[src/rtl/ne_dec_pkg.sv]
// ne_dec_pkg: shared decoder geometry and load/unload state encoding
package ne_dec_pkg;
    localparam int Z        = 511;
    localparam int P        = 26;
    localparam int ROWDEPTH = 20;
    localparam int P_LAST   = Z - P * (ROWDEPTH - 1);
    localparam int ROWWIDTH = 5;
    localparam int LLRW     = 6;
    localparam logic [ROWWIDTH-1:0] LAST_ROW  = ROWWIDTH'(ROWDEPTH - 1);
    localparam logic [P-1:0]        LAST_MASK = P'((64'd1 << P_LAST) - 64'd1);
    typedef enum logic [2:0] {
        IDLE     = 3'd0,
        LOAD     = 3'd1,
        KICK     = 3'd2,
        DECODE   = 3'd3,
        UNL_RD   = 3'd4,
        UNL_WAIT = 3'd5,
        UNL_OUT  = 3'd6
    } state_t;
endpackage

[src/rtl/ne_row_lane_mask.sv]
// ne_row_lane_mask: lanes holding real codeword bits for a given row
module ne_row_lane_mask
    import ne_dec_pkg::*;
(
    input  logic [ROWWIDTH-1:0] i_row,
    output logic [P-1:0]        o_mask
);
    assign o_mask = (i_row == LAST_ROW) ? LAST_MASK : '1;
endmodule

[src/rtl/ne_load_unload_fsm.sv]
// ne_load_unload_fsm: loads one codeword into L memory, kicks the decoder, streams hard decisions back out
module ne_load_unload_fsm
    import ne_dec_pkg::*;
(
    input  logic                 clk,
    input  logic                 rst,
    input  logic                 in_valid,
    output logic                 in_ready,
    input  logic [P*LLRW-1:0]    in_llr,
    output logic                 loaden,
    output logic                 start,
    input  logic                 SISOready,
    output logic                 wr_L,
    output logic [ROWWIDTH-1:0]  wr_addr,
    output logic [P-1:0]         wr_lane_en,
    output logic [P*LLRW-1:0]    wr_data,
    output logic                 rd_en,
    output logic [ROWWIDTH-1:0]  rd_addr,
    input  logic [P-1:0]         hd_in,
    output logic                 out_valid,
    input  logic                 out_ready,
    output logic [P-1:0]         out_bits,
    output logic                 out_last,
    output logic                 busy
);
    state_t              r_state;
    logic [ROWWIDTH-1:0] r_row;
    logic                r_in_ready;
    logic                r_loaden;
    logic                r_start;
    logic                r_wr_L;
    logic [ROWWIDTH-1:0] r_wr_addr;
    logic [P-1:0]        r_wr_lane_en;
    logic [P*LLRW-1:0]   r_wr_data;
    logic                r_rd_en;
    logic [ROWWIDTH-1:0] r_rd_addr;
    logic                r_out_valid;
    logic [P-1:0]        r_out_bits;
    logic                r_out_last;
    logic                r_busy;
    logic [P-1:0]        w_mask;

    ne_row_lane_mask u_mask (
        .i_row  (r_row),
        .o_mask (w_mask)
    );

    assign in_ready   = r_in_ready;
    assign loaden     = r_loaden;
    assign start      = r_start;
    assign wr_L       = r_wr_L;
    assign wr_addr    = r_wr_addr;
    assign wr_lane_en = r_wr_lane_en;
    assign wr_data    = r_wr_data;
    assign rd_en      = r_rd_en;
    assign rd_addr    = r_rd_addr;
    assign out_valid  = r_out_valid;
    assign out_bits   = r_out_bits;
    assign out_last   = r_out_last;
    assign busy       = r_busy;

    // Control FSM; every output is set on the transition into the state that owns it
    always_ff @(posedge clk) begin
        if (rst) begin
            r_state      <= IDLE;
            r_row        <= '0;
            r_in_ready   <= 1'b0;
            r_loaden     <= 1'b0;
            r_start      <= 1'b0;
            r_wr_L       <= 1'b0;
            r_wr_addr    <= '0;
            r_wr_lane_en <= '0;
            r_wr_data    <= '0;
            r_rd_en      <= 1'b0;
            r_rd_addr    <= '0;
            r_out_valid  <= 1'b0;
            r_out_bits   <= '0;
            r_out_last   <= 1'b0;
            r_busy       <= 1'b0;
        end else begin
            r_wr_L  <= 1'b0;
            r_start <= 1'b0;
            r_rd_en <= 1'b0;
            case (r_state)
                IDLE: if (in_valid) begin
                    r_state    <= LOAD;
                    r_row      <= '0;
                    r_loaden   <= 1'b1;
                    r_in_ready <= 1'b1;
                    r_busy     <= 1'b1;
                end
                LOAD: if (in_valid) begin
                    r_wr_L       <= 1'b1;
                    r_wr_addr    <= r_row;
                    r_wr_data    <= in_llr;
                    r_wr_lane_en <= w_mask;
                    if (r_row == LAST_ROW) begin
                        r_state    <= KICK;
                        r_loaden   <= 1'b0;
                        r_in_ready <= 1'b0;
                        r_start    <= 1'b1;
                    end else begin
                        r_row <= r_row + 1'b1;
                    end
                end
                KICK: r_state <= DECODE;
                DECODE: if (SISOready) begin
                    r_state   <= UNL_RD;
                    r_row     <= '0;
                    r_rd_en   <= 1'b1;
                    r_rd_addr <= '0;
                end
                UNL_RD: r_state <= UNL_WAIT;
                UNL_WAIT: begin
                    r_state     <= UNL_OUT;
                    r_out_bits  <= hd_in & w_mask;
                    r_out_valid <= 1'b1;
                    r_out_last  <= (r_row == LAST_ROW);
                end
                UNL_OUT: if (out_ready) begin
                    r_out_valid <= 1'b0;
                    r_out_last  <= 1'b0;
                    if (r_row == LAST_ROW) begin
                        r_state <= IDLE;
                        r_row   <= '0;
                        r_busy  <= 1'b0;
                    end else begin
                        r_state   <= UNL_RD;
                        r_row     <= r_row + 1'b1;
                        r_rd_en   <= 1'b1;
                        r_rd_addr <= r_row + 1'b1;
                    end
                end
                default: r_state <= IDLE;
            endcase
        end
    end
endmodule
[config.mk]
export PLATFORM = sky130hd
export DESIGN_NAME = ne_load_unload_fsm
export DESIGN_NICKNAME = d
export VERILOG_FILES = /design/src/rtl/ne_dec_pkg.sv /design/src/rtl/ne_row_lane_mask.sv /design/src/rtl/ne_load_unload_fsm.sv
export SDC_FILE = /design/constraint.sdc
export NUM_CORES = 1
export LEC_CHECK = 0
export BUFFER_PORTS_ARGS = -buffer_cell sky130_fd_sc_hd__buf_2
export CAP_MARGIN = 20
export CORE_UTILIZATION = 30
export DETAILED_ROUTE_END_ITERATION = 10
export GPL_TIMING_DRIVEN = 0
export PLACE_DENSITY_LB_ADDON = 0.3
export SLEW_MARGIN = 30
export SYNTH_ARGS = -nofsm -noshare
export SYNTH_HDL_FRONTEND = slang
export SYNTH_SLANG_ARGS = --single-unit
[constraint.sdc]
create_clock -name clk -period 2 [get_ports clk]
set_clock_uncertainty 0.2 [all_clocks]
set_input_delay 0.2 -clock clk [delete_from_list [all_inputs] [get_ports clk]]
set_output_delay 0.2 -clock clk [all_outputs]
set_load 0.03 [all_outputs]
==> summary.md, run 1 <==
| Metric | Value |
|---|---|
| Drt first pass iters | 6 |
| Largest net degree at the start of global routing | 19 |
| Synth cell count leaders | nand2_1, dfxtp_1, a21oi_1, clkbuf_1, buf_4 |
| CP startpoint | r_state[1]$_SDFFE_PP0P_ |
| Seq/Total Area, Yosys | 53.9% |
| Total track usage | 20.5% |
| Diodes inserted | 0 |
| R2r setup slk | 0.10 ns |
| Status | finished, final reports clean |
| Bufs and invs on worst path | 2 |
| Post-synth top area share | 53.9% |
| Clock transition at path regs | 0.06 ns |
| Clock power frac | 41.8% |
| Layout area overhead | 66.0% |
| Synth top area cells | dfxtp_1, nand2_1, a21oi_1 |
| Tmin final | 1.90 ns |
| Worst-path maximum fanout | 10 |
| Crit path DAT | 2.13 ns |
| Die area | 26500 um2 |
| Final period utilization | 94.8% |
| Total power | 10.2 mW |
| Final ANT Viol Nets | 0 |
| Critical path depth | 6 |
| Routability congestion estimate from global placement | 0.836 |
| DR WL met3 | 2120 um |
| CTS Buf Count | 24 |
| Part of the power in registers | 43.2% |
| Synthesized cell area | 7770 um2 |
| Crit. End Element | register |
| Grt total ovfl | 0 |
| Final wirelength | 28700 um |
| Die span in x | 163 um |
| Final setup fails | 0 |
| Syn nets | 1138 |
| Worst setup endpoint | wr_data[122]$_SDFFE_PP0P_ |
| Vias per std cell | 4.49 |
| Hpwl dp | 19900 um |
| Leading area contributor after synthesis | dfxtp_1 |
| Worst r2r src | r_state[1]$_SDFFE_PP0P_ |
| Antenna violations before repair | 0 |
| Nets | 1762 |
| Dpl ws | -0.307 ns |
| LEAKAGE | 5.89 nW |
| Post-synthesis cell type count | 42 |
| Most frequent cell after synthesis | nand2_1 |
| CTS root buffer | clkbuf_16 |
| Number of global-route vias before repair | 8407 |
| Final Util | 51.1% |
| CTS Buffer Depth | 3 |
| Port Buffers | 412 |
| Routed wl met2 | 14400 um |
| CP max-delay cell | dfxtp_1 |
| Starting Density | 30.8% |
| Critical path required time | 2.23 ns |
| Htree depth | 1 |
| Worst path cell trace | nor3b_4 > and2_2 > buf_6 > buf_6 > nand2_1 > a21oi_1 |
| Synth Warn # | 0 |
| Seq cells post-synth | 209 |
| Max_cap viols | 0 |
| FP Rows | 58 |
| CP max stage delay | 0.41 ns |
| Wire per inst | 14.9 um |
| Peak supply drop | 0.497 mV |
| Combinational power share | 15.1% |
| Async SR Flop Fraction | 0% |
| Share of cells above drive strength 1 | 33.1% |
| Mean cell area of the mapped netlist | 8.18 um2 |
| CP top delay family | simple AND/OR/NAND/NOR gates |
| HP Start | out_ready |
| CTS Sinks | 209 |
| M1 wire length | 11200 um |
| Startpoint Class | register |
| Pwr Density | 788 nW/um2 |
| Number of synthesized flops with an enable pin | 0 |
| Worst Setup Slack, final | 0.103 ns |
| Worst r2r path cells | 6 |
| Fin. Hold Viols | 0 |
| CTS tree | built |
| RSZ-0062 raised after global routing | no |
| Synthesized instance count | 950 |
| Fmax | 527 MHz |
| Top Ports | 413 |
| Core footprint | 25300 um2 |
| Hold Crit Class | primary input to register |
| Clock Latency Late Sink | 0.51 ns |
| Worst path most repeated cell | buf_6 |
| Capture point of the worst reg-to-reg path | wr_data[122]$_SDFFE_PP0P_ |
| First-pass GRT wire length | 43400 um |
| Top layer in use | met4 |
| Via count | 8626 |
| Switching share of power | 26.0% |
| Final Max Tran Viols | 0 |
| DRT iter0 DRCs | 383 |
| Tightest Pin Transition | 0.811 ns |
| DRC violations left | 0 |
| Slew HR | 45.9% |
| P_sw | 2.64 mW |
| Dominant synthesized flop cell | dfxtp_1 |
| WS Path Type | register to register |
| Internal | 7.52 mW |
| Die Ht | 163 um |
[worst min path at each step]
stage / end / depth (start not counted) / slack, ns
2_1_floorplan: wr_data[101]$_SDFFE_PP0P_ / 2 / 0.14
3_3_place_gp: out_bits[18]$_SDFFE_PP0P_ / 3 / 0.24
3_5_place_dp: out_bits[14]$_SDFFE_PP0P_ / 2 / 0.24
4_1_cts: out_valid$_SDFFE_PP0P_ / 5 / 0.02
5_1_grt: out_last$_SDFFE_PP0P_ / 5 / 0.12
6_report: out_valid$_SDFFE_PP0P_ / 5 / 0.05
[metrics by stage]
step	cell area, um2	hold WS, ns	std cells	TNS, ns
5_1_grt	12900	0.123	1921	0
2_1_floorplan	7770	0.136	950	0
4_1_cts	12900	0.0220	1919	0
3_3_place_gp	10200	0.239	1692	-23.95
3_5_place_dp	10200	0.244	1692	-25.44
6_report	12900	0.0469	1921	0
[registers in the layout, summed over array words and instances, names as in the netlist]
| register | flops |
|---|---|
| wr_data | 156 |
| r_state | 3 |
| rd_addr | 5 |
| wr_L | 1 |
| out_bits | 26 |
| rd_en | 1 |
| r_row | 5 |
| out_valid | 1 |
| busy | 1 |
| start | 1 |
| wr_addr | 5 |
| out_last | 1 |
| loaden | 1 |
| wr_lane_en | 2 |
[layer usage]
layer	global-route usage [%]	vias to the layer above
met5	0	-
met3	4.81	54
met2	38.0	347
met4	7.09	0
met1	22.7	3917
li1	-	4308
[power by group through the flow]
stage | logic, mW | registers, mW | clock network, mW
after floorplan | 0.470 | 4.74 | 0
final | 1.53 | 4.39 | 4.24
after CTS | 1.52 | 4.39 | 4.35
after global routing | 1.64 | 4.40 | 4.53
after detailed placement | 1.24 | 4.48 | 0
after global placement | 1.23 | 4.47 | 0
[worst reg2reg max path, delay by kind of cell (launching register included)]
family | cells | cell delay, ns
buf+inv | 2 | 0.39
simple gates | 3 | 0.68
compound gates | 1 | 0.15
flops | 1 | 0.41
[placed cells by master, fill, tap and decap left out, drive strengths merged, types with 3 or more instances in the layout]
cell type / Yosys / layout
nand2: 368 / 368
o21ai: 6 / 6
nor3b: 5 / 5
buf: 60 / 474
mux2i: 4 / 4
clkinv: 0 / 5
nor2: 18 / 18
a22oi: 9 / 9
clkbuf: 32 / 69
o21a: 3 / 3
dlygate4sd3: 0 / 184
nand2b: 10 / 10
nor2b: 5 / 5
dfxtp: 209 / 209
nand3: 4 / 4
inv: 4 / 5
a211oi: 4 / 4
a21oi: 183 / 183
nand3b: 3 / 3
o32ai: 4 / 4
[repair_timing]
action | CTS | global route
pin swaps | 0 | 2
resized for setup | 3 | 5
gates cloned | 0 | 0
hold buffers | 184 | 0
hold endpoints to repair | 192 | 0
endpoints found under the setup margin | 95 | 124
buffers inserted | 0 | 2
[final cells by class]
cell class / instances / area (um2)
multi-input cells: 645 / 2970
well taps: 330 / 413
plain buffers: 92 / 614
repair buffers: 598 / 3920
fillers: 2373 / 12400
clock buffers: 37 / 741
clock inverters: 6 / 33.8
flip-flops and latches: 209 / 4190
inverters: 4 / 15.0
[cell families (layout without fill, tap and decap cells)]
logic type,count (synthesis),count (layout),synth area share [%]
simple gates,421,421,22.0
compound gates,216,216,15.1
flops,209,209,53.9
buf+inv,96,737,8.05
mux,4,4,0.515
xor+xnor,3,3,0.338
fa+ha+maj,1,1,0.161
Note: power is estimated with default switching activity, not from simulation.
==> run 2, diff against run 1 <==
- PLACE_DENSITY_LB_ADDON: 0.3 -> 0.05
==> run 2 against run 1 <==
Effect of this change: hold slack improved by 0.037 ns; power grew 2.0%; sequential power barely moved; sequential share of layout area is 0.072 points lower; flip-flop and latch count is the same; critical path depth unchanged; register-to-register slack gained 0.02 ns; via count fell by 2.7%; critical endpoint is now r_state[1]$_SDFFE_PP0P_; highest routed layer unchanged.
==> summary.md, run 2 (same netlist as run 1, synthesis figures left out) <==
| Metric | Value |
|---|---|
| CTS Sinks | 209 (unchanged) |
| Total track usage | 20.9% (was 20.5%) |
| FP Rows | 58 (unchanged) |
| Number of global-route vias before repair | 8050 (was 8407) |
| DRT iter0 DRCs | 343 (was 383) |
| R2r setup slk | 0.12 ns (was 0.10 ns) |
| DRC violations left | 0 (unchanged) |
| Final setup fails | 0 (unchanged) |
| Finished Cell Area | 12900 um2 (about the same) |
| Worst r2r src | r_row[0]$_SDFFE_PP0P_ (was r_state[1]$_SDFFE_PP0P_) |
| Status | finished, final reports clean (unchanged) |
| Die span in x | 163 um (unchanged) |
| Layout area overhead | 66.4% (was 66.0%) |
| Pwr Density | 802 nW/um2 (was 788 nW/um2) |
| Largest register FFs | 156 (unchanged) |
| Die Ht | 163 um (unchanged) |
| Hpwl dp | 21300 um (was 19900 um) |
| Starting Density | 30.8% (unchanged) |
| CP top delay family | simple AND/OR/NAND/NOR gates (unchanged) |
| Bufs and invs on worst path | 1 (was 2) |
| Reg area | 4190 um2 (about the same) |
| Core footprint | 25300 um2 (unchanged) |
| Largest net degree at the start of global routing | 19 (unchanged) |
| CP max stage delay | 0.41 ns (about the same) |
| Dpl cell area | 10200 um2 (unchanged) |
| Final ANT Viol Nets | 0 (unchanged) |
| Via count | 8390 (was 8626) |
| Critical path required time | 2.23 ns (about the same) |
| DR WL met3 | 2220 um (was 2120 um) |
| Die area | 26500 um2 (unchanged) |
| Peak supply drop | 0.481 mV (was 0.497 mV) |
| Capture point of the worst reg-to-reg path | r_state[1]$_SDFFE_PP0P_ (was wr_data[122]$_SDFFE_PP0P_) |
| Htree depth | 1 (unchanged) |
| Clock Latency Late Sink | 0.52 ns (was 0.51 ns) |
| Wire per inst | 15.2 um (was 14.9 um) |
| M1 wire length | 12400 um (was 11200 um) |
| Top layer in use | met4 (unchanged) |
| Multi-input gate area in the final layout | 2980 um2 (was 2970 um2) |
| Worst path cell trace | ha_2 > and4bb_1 > buf_6 > a21o_1 > a21oi_1 > nor3b_1 (was nor3b_4 > and2_2 > buf_6 > buf_6 > nand2_1 > a21oi_1) |
| CTS Buffer Depth | 3 (unchanged) |
| Most common cell after layout, fill and taps aside | buf_2 (unchanged) |
| CTS tree | built (unchanged) |
| Final Max Tran Viols | 0 (unchanged) |
| Slew HR | 53.0% (was 45.9%) |
| RSZ-0062 raised after global routing | no (unchanged) |
| Grt total ovfl | 0 (unchanged) |
| Antenna violations before repair | 2 (was 0) |
| Worst-path maximum fanout | 10 (unchanged) |
| Tmin final | 1.88 ns (was 1.90 ns) |
| Routability congestion estimate from global placement | 0.788 (was 0.836) |
| CTS root buffer | clkbuf_16 (unchanged) |
| Max_cap viols | 0 (unchanged) |
| Fmax | 532 MHz (was 527 MHz) |
| Drt first pass iters | 6 (unchanged) |
| Port Buffers | 412 (unchanged) |
| Hold Path Depth | 5 (unchanged) |
| Crit path DAT | 2.11 ns (was 2.13 ns) |
| Hold Crit Class | primary input to register (unchanged) |
| Clock transition at path regs | 0.06 ns (about the same) |
| WS Path Type | register to register (unchanged) |
| Fin. Hold Viols | 0 (unchanged) |
| Crit. End Element | register (unchanged) |
| Startpoint Class | register (unchanged) |
| Hold slack | 0.0843 ns (was 0.0469 ns) |
| Vias per std cell | 4.36 (was 4.49) |
| Fill cells | 2498 (was 2373) |
| Final period utilization | 94.0% (was 94.8%) |
| Nets | 1762 (unchanged) |
| Share of cells above drive strength 1 | 32.9% (was 33.1%) |
| CP max-delay cell | dfxtp_2 (was dfxtp_1) |
| Final wirelength | 29300 um (was 28700 um) |
| Top Ports | 413 (unchanged) |
| Worst r2r path cells | 6 (unchanged) |
| First-pass GRT wire length | 43700 um (was 43400 um) |
| LEAKAGE | 5.89 nW (about the same) |
| Tightest Pin Transition | 0.705 ns (was 0.811 ns) |
| Routed wl met2 | 14100 um (was 14400 um) |
| HP Start | out_ready (unchanged) |
| Worst hold endpoint | busy$_SDFFE_PP0P_ (was out_valid$_SDFFE_PP0P_) |
| Commonest non-fill, non-tap cells in the layout | buf_2, nand2_1, dfxtp_1 (unchanged) |
| CTS Buf Count | 25 (was 24) |
## run 2: cell count changes in the layout (fill, tap and decap cells not counted), moves of 2 or more
| cell | before | now |
|---|---|---|
| clkbuf_8 | 7 | 4 |
| diode_2 | 0 | 3 |
| buf_4 | 29 | 27 |
| bufinv_16 | 0 | 2 |
| clkbuf_1 | 36 | 38 |
## run 2: metrics by stage
stage	instances	total power [mW]	setup slack, ns	util [%]	TNS [ns]
2_1_floorplan	950	5.21	0.287	-	0
3_3_place_gp	1692	5.71	-0.272	40.6	-35.80
3_5_place_dp	1692	5.71	-0.253	40.6	-29.23
4_1_cts	1920	10.5	0.0112	51.1	0
5_1_grt	1922	10.8	0.00142	51.2	0
6_report	1923	10.4	0.120	51.2	0
## run 2: final cells by class
type / count / area share [%]
inverters: 4 / 0.116
plain buffers: 92 / 4.77
flip-flops and latches: 209 / 32.4
diodes: 3 / 0.0581
repair buffers: 597 / 30.3
multi-input cells: 645 / 23.0
well taps: 330 / 3.19
clock inverters: 8 / 0.726
clock buffers: 35 / 5.44
## run 2: tightest hold or removal path, stage by stage
cell	delay, ns
buf_2	0.10
nor2b_1	0.16
nand4_1	0.09
nand2_1	0.06
a21oi_1	0.14
## run 2: what timing repair did
action | 4_1_cts | 5_1_grt
hold buffers | 184 | 0
endpoints found under the hold margin | 193 | 0
setup buffers | 1 | 0
pin swaps | 1 | 1
endpoints found under the setup margin | 200 | 16
gates resized for setup | 5 | 4
## run 2: where the power goes
group	internal [mW]	switching [mW]	leakage, nW
Sequential	4.30	0.0752	1.70
Combinational	0.670	0.856	3.80
Clock	2.69	1.77	0.396
## run 2: how the worst max path moves through the flow
stage                            start                  endpoint  cells past startpoint
2_1_floorplan    r_row[0]$_SDFFE_PP0P_     r_row[0]$_SDFFE_PP0P_                      5
3_3_place_gp                       rst  wr_data[70]$_SDFFE_PP0P_                      5
3_5_place_dp                       rst  wr_data[63]$_SDFFE_PP0P_                      5
4_1_cts          r_row[0]$_SDFFE_PP0P_   rd_addr[3]$_SDFFE_PP0P_                      6
5_1_grt        r_state[0]$_SDFFE_PP0P_   rd_addr[4]$_SDFFE_PP0P_                      5
6_report         r_row[0]$_SDFFE_PP0P_   r_state[1]$_SDFFE_PP0P_                      6
## run 2: routing by layer
metal,global-route usage [%],vias to the layer above
met2,36.5,253
met5,0,-
li1,-,4320
met3,5.55,41
met4,5.35,0
met1,25.2,3776
==> run 3, diff against run 2 <==
--- a/config.mk
+++ b/config.mk
@@ -7,10 +7,8 @@
 export LEC_CHECK = 0
 export BUFFER_PORTS_ARGS = -buffer_cell sky130_fd_sc_hd__buf_2
-export CAP_MARGIN = 20
 export CORE_UTILIZATION = 30
 export DETAILED_ROUTE_END_ITERATION = 10
 export GPL_TIMING_DRIVEN = 0
 export PLACE_DENSITY_LB_ADDON = 0.05
-export SLEW_MARGIN = 30
 export SYNTH_ARGS = -nofsm -noshare
 export SYNTH_HDL_FRONTEND = slang
==> constraint.sdc (replaced) <==
create_clock -name clk -period 2 [get_ports clk]
set_clock_uncertainty 0.2 [all_clocks]
set_input_delay 0.2 -clock clk [delete_from_list [all_inputs] [get_ports clk]]
set_output_delay 0.2 -clock clk [all_outputs]
set_load 0.05 [all_outputs]
==> run 3 against run 2 <==
Effect of this change: die area stayed put; highest routed layer unchanged; flip-flop and latch count stayed put; clock-buffer cell count unchanged; power rose by 2.5%; global-route usage hardly changed; hold slack about the same; cell count about the same; wire length is essentially flat; sequential power hardly changed; clock power is essentially flat; critical endpoint is now r_row[2]$_SDFFE_PP0P_; largest power group unchanged; core utilization is the same; design area unchanged.
==> summary.md, run 3 (same netlist as run 1, synthesis figures left out) <==
| Metric | Value |
|---|---|
| Status | finished, final reports clean (unchanged) |
| Crit. End Element | register (unchanged) |
| Drt first pass iters | 6 (unchanged) |
| Core footprint | 25300 um2 (unchanged) |
| Die area | 26500 um2 (unchanged) |
| First-pass GRT wire length | 43700 um (about the same) |
| DRC violations left | 0 (unchanged) |
| Final Util | 51.2% (unchanged) |
| Final ANT Viol Nets | 0 (unchanged) |
| Crit path DAT | 2.08 ns (was 2.11 ns) |
| Fill cells | 2497 (was 2498) |
| Port Buffers | 412 (unchanged) |
| CP max stage delay | 0.45 ns (was 0.41 ns) |
| Total track usage | 20.9% (about the same) |
| DRT iter0 DRCs | 340 (was 343) |
| WS Path Type | register to register (unchanged) |
| Tmin final | 1.88 ns (about the same) |
| Max_cap viols | 0 (unchanged) |
| Startpoint Class | register (unchanged) |
| Bufs and invs on worst path | 2 (was 1) |
| Worst path cell trace | buf_6 > clkbuf_1 > o21a_1 > o221ai_1 > o2bb2ai_1 (was ha_2 > and4bb_1 > buf_6 > a21o_1 > a21oi_1 > nor3b_1) |
| Share of cells above drive strength 1 | 32.9% (about the same) |
| Largest register FFs | 156 (unchanged) |
| CTS Buffer Depth | 3 (unchanged) |
| Routability congestion estimate from global placement | 0.788 (unchanged) |
| FP Rows | 58 (unchanged) |
| Most common cell after layout, fill and taps aside | buf_2 (unchanged) |
| Slew HR | 52.7% (was 53.0%) |
| Hpwl dp | 21300 um (unchanged) |
| Clock Latency Late Sink | 0.52 ns (about the same) |
| Antenna violations before repair | 2 (unchanged) |
| Commonest non-fill, non-tap cells in the layout | buf_2, nand2_1, dfxtp_1 (unchanged) |
| CP top delay family | buffers and inverters (was simple AND/OR/NAND/NOR gates) |
| Via count | 8371 (was 8390) |
| Final period utilization | 93.9% (was 94.0%) |
| Htree depth | 1 (unchanged) |
| Critical path required time | 2.20 ns (was 2.23 ns) |
| Die Ht | 163 um (unchanged) |
| Final setup fails | 0 (unchanged) |
| Worst Setup Slack, final | 0.123 ns (was 0.120 ns) |
| Grt total ovfl | 0 (unchanged) |
| Pwr Density | 822 nW/um2 (was 802 nW/um2) |
| Hold slack | 0.0847 ns (was 0.0843 ns) |
| Dpl ws | -0.253 ns (unchanged) |
| Final wirelength | 29300 um (about the same) |
| Starting Density | 30.8% (unchanged) |
| Number of global-route vias before repair | 8043 (was 8050) |
| Die span in x | 163 um (unchanged) |
| Layout area overhead | 66.4% (unchanged) |
| Top Ports | 413 (unchanged) |
| Largest net degree at the start of global routing | 19 (unchanged) |
| CTS Buf Count | 25 (unchanged) |
| CTS Sinks | 209 (unchanged) |
| Worst-path maximum fanout | 10 (unchanged) |
| Vias per std cell | 4.36 (about the same) |
| Fin. Hold Viols | 0 (unchanged) |
| Clock transition at path regs | 0.06 ns (about the same) |
| Peak supply drop | 0.492 mV (was 0.481 mV) |
| Nets | 1761 (was 1762) |
| Final Max Tran Viols | 0 (unchanged) |
| CP max-delay cell | clkbuf_1 (was dfxtp_2) |
| Hold Crit Class | primary input to register (unchanged) |
| Final setup TNS | 0 ns (unchanged) |
| Wire per inst | 15.3 um (was 15.2 um) |
| LEAKAGE | 5.89 nW (about the same) |
| Fmax | 533 MHz (was 532 MHz) |
| CTS root buffer | clkbuf_16 (unchanged) |
| Tightest Pin Transition | 0.709 ns (was 0.705 ns) |
| RSZ-0062 raised after global routing | no (unchanged) |
| CTS tree | built (unchanged) |
-- run 3: area by class of cell --
type                    count  area, um2  area share, %
flip-flops and latches    209       4190           32.4
repair buffers            596       3900           30.2
multi-input cells         645       2990           23.1
clock buffers              35        703           5.44
plain buffers              92        617           4.77
well taps                 330        413           3.19
clock inverters             8       93.8          0.726
inverters                   4       15.0          0.116
diodes                      3       7.51         0.0581
-- run 3: what timing repair did --
| item | CTS | global route |
|---|---|---|
| pin swaps | 0 | 2 |
| hold buffers | 184 | 0 |
| buffers inserted | 0 | 0 |
| setup endpoints to repair | 201 | 21 |
| cloned | 0 | 0 |
| resized for setup | 5 | 5 |
| endpoints found under the hold margin | 193 | 0 |
-- run 3: metal layers --
| metal | vias up | track usage [%] | routed length, um |
|---|---|---|---|
| met3 | 41 | 5.55 | 2170 |
| li1 | 4319 | - | - |
| met4 | 0 | 5.35 | 576 |
| met5 | - | 0 | 0 |
| met2 | 254 | 36.5 | 14100 |
| met1 | 3757 | 25.2 | 12400 |
-- run 3: per-stage QoR --
step | cell area, um2 | std cells | power (mW)
floorplan | 7770 | 950 | 5.46
global placement | 10200 | 1692 | 5.96
detailed placement | 10200 | 1692 | 5.96
CTS | 12900 | 1919 | 10.8
global route | 12900 | 1921 | 11.0
finish | 12900 | 1922 | 10.6
-- run 3: worst min-delay path: stages --
cell and delay (ns):
buf_2 0.10, nor2b_1 0.16, nand4_1 0.09, nand2_1 0.06, a21oi_1 0.14
-- run 3: final timing paths --
check	endpoint	slack [ns]	startpoint	depth (start not counted)
max	r_row[2]$_SDFFE_PP0P_	0.12	r_state[0]$_SDFFE_PP0P_	5
min	busy$_SDFFE_PP0P_	0.08	out_ready	5
max reg2reg	r_row[2]$_SDFFE_PP0P_	0.12	r_state[0]$_SDFFE_PP0P_	5
min reg2reg	wr_data[145]$_SDFFE_PP0P_	0.25	wr_data[145]$_SDFFE_PP0P_	2
-- run 3: power breakdown --
group          internal (mW)  switching [mW]
Combinational          0.669            1.11
Clock                   2.69            1.77
Sequential              4.30          0.0750
Total                   7.67            2.96
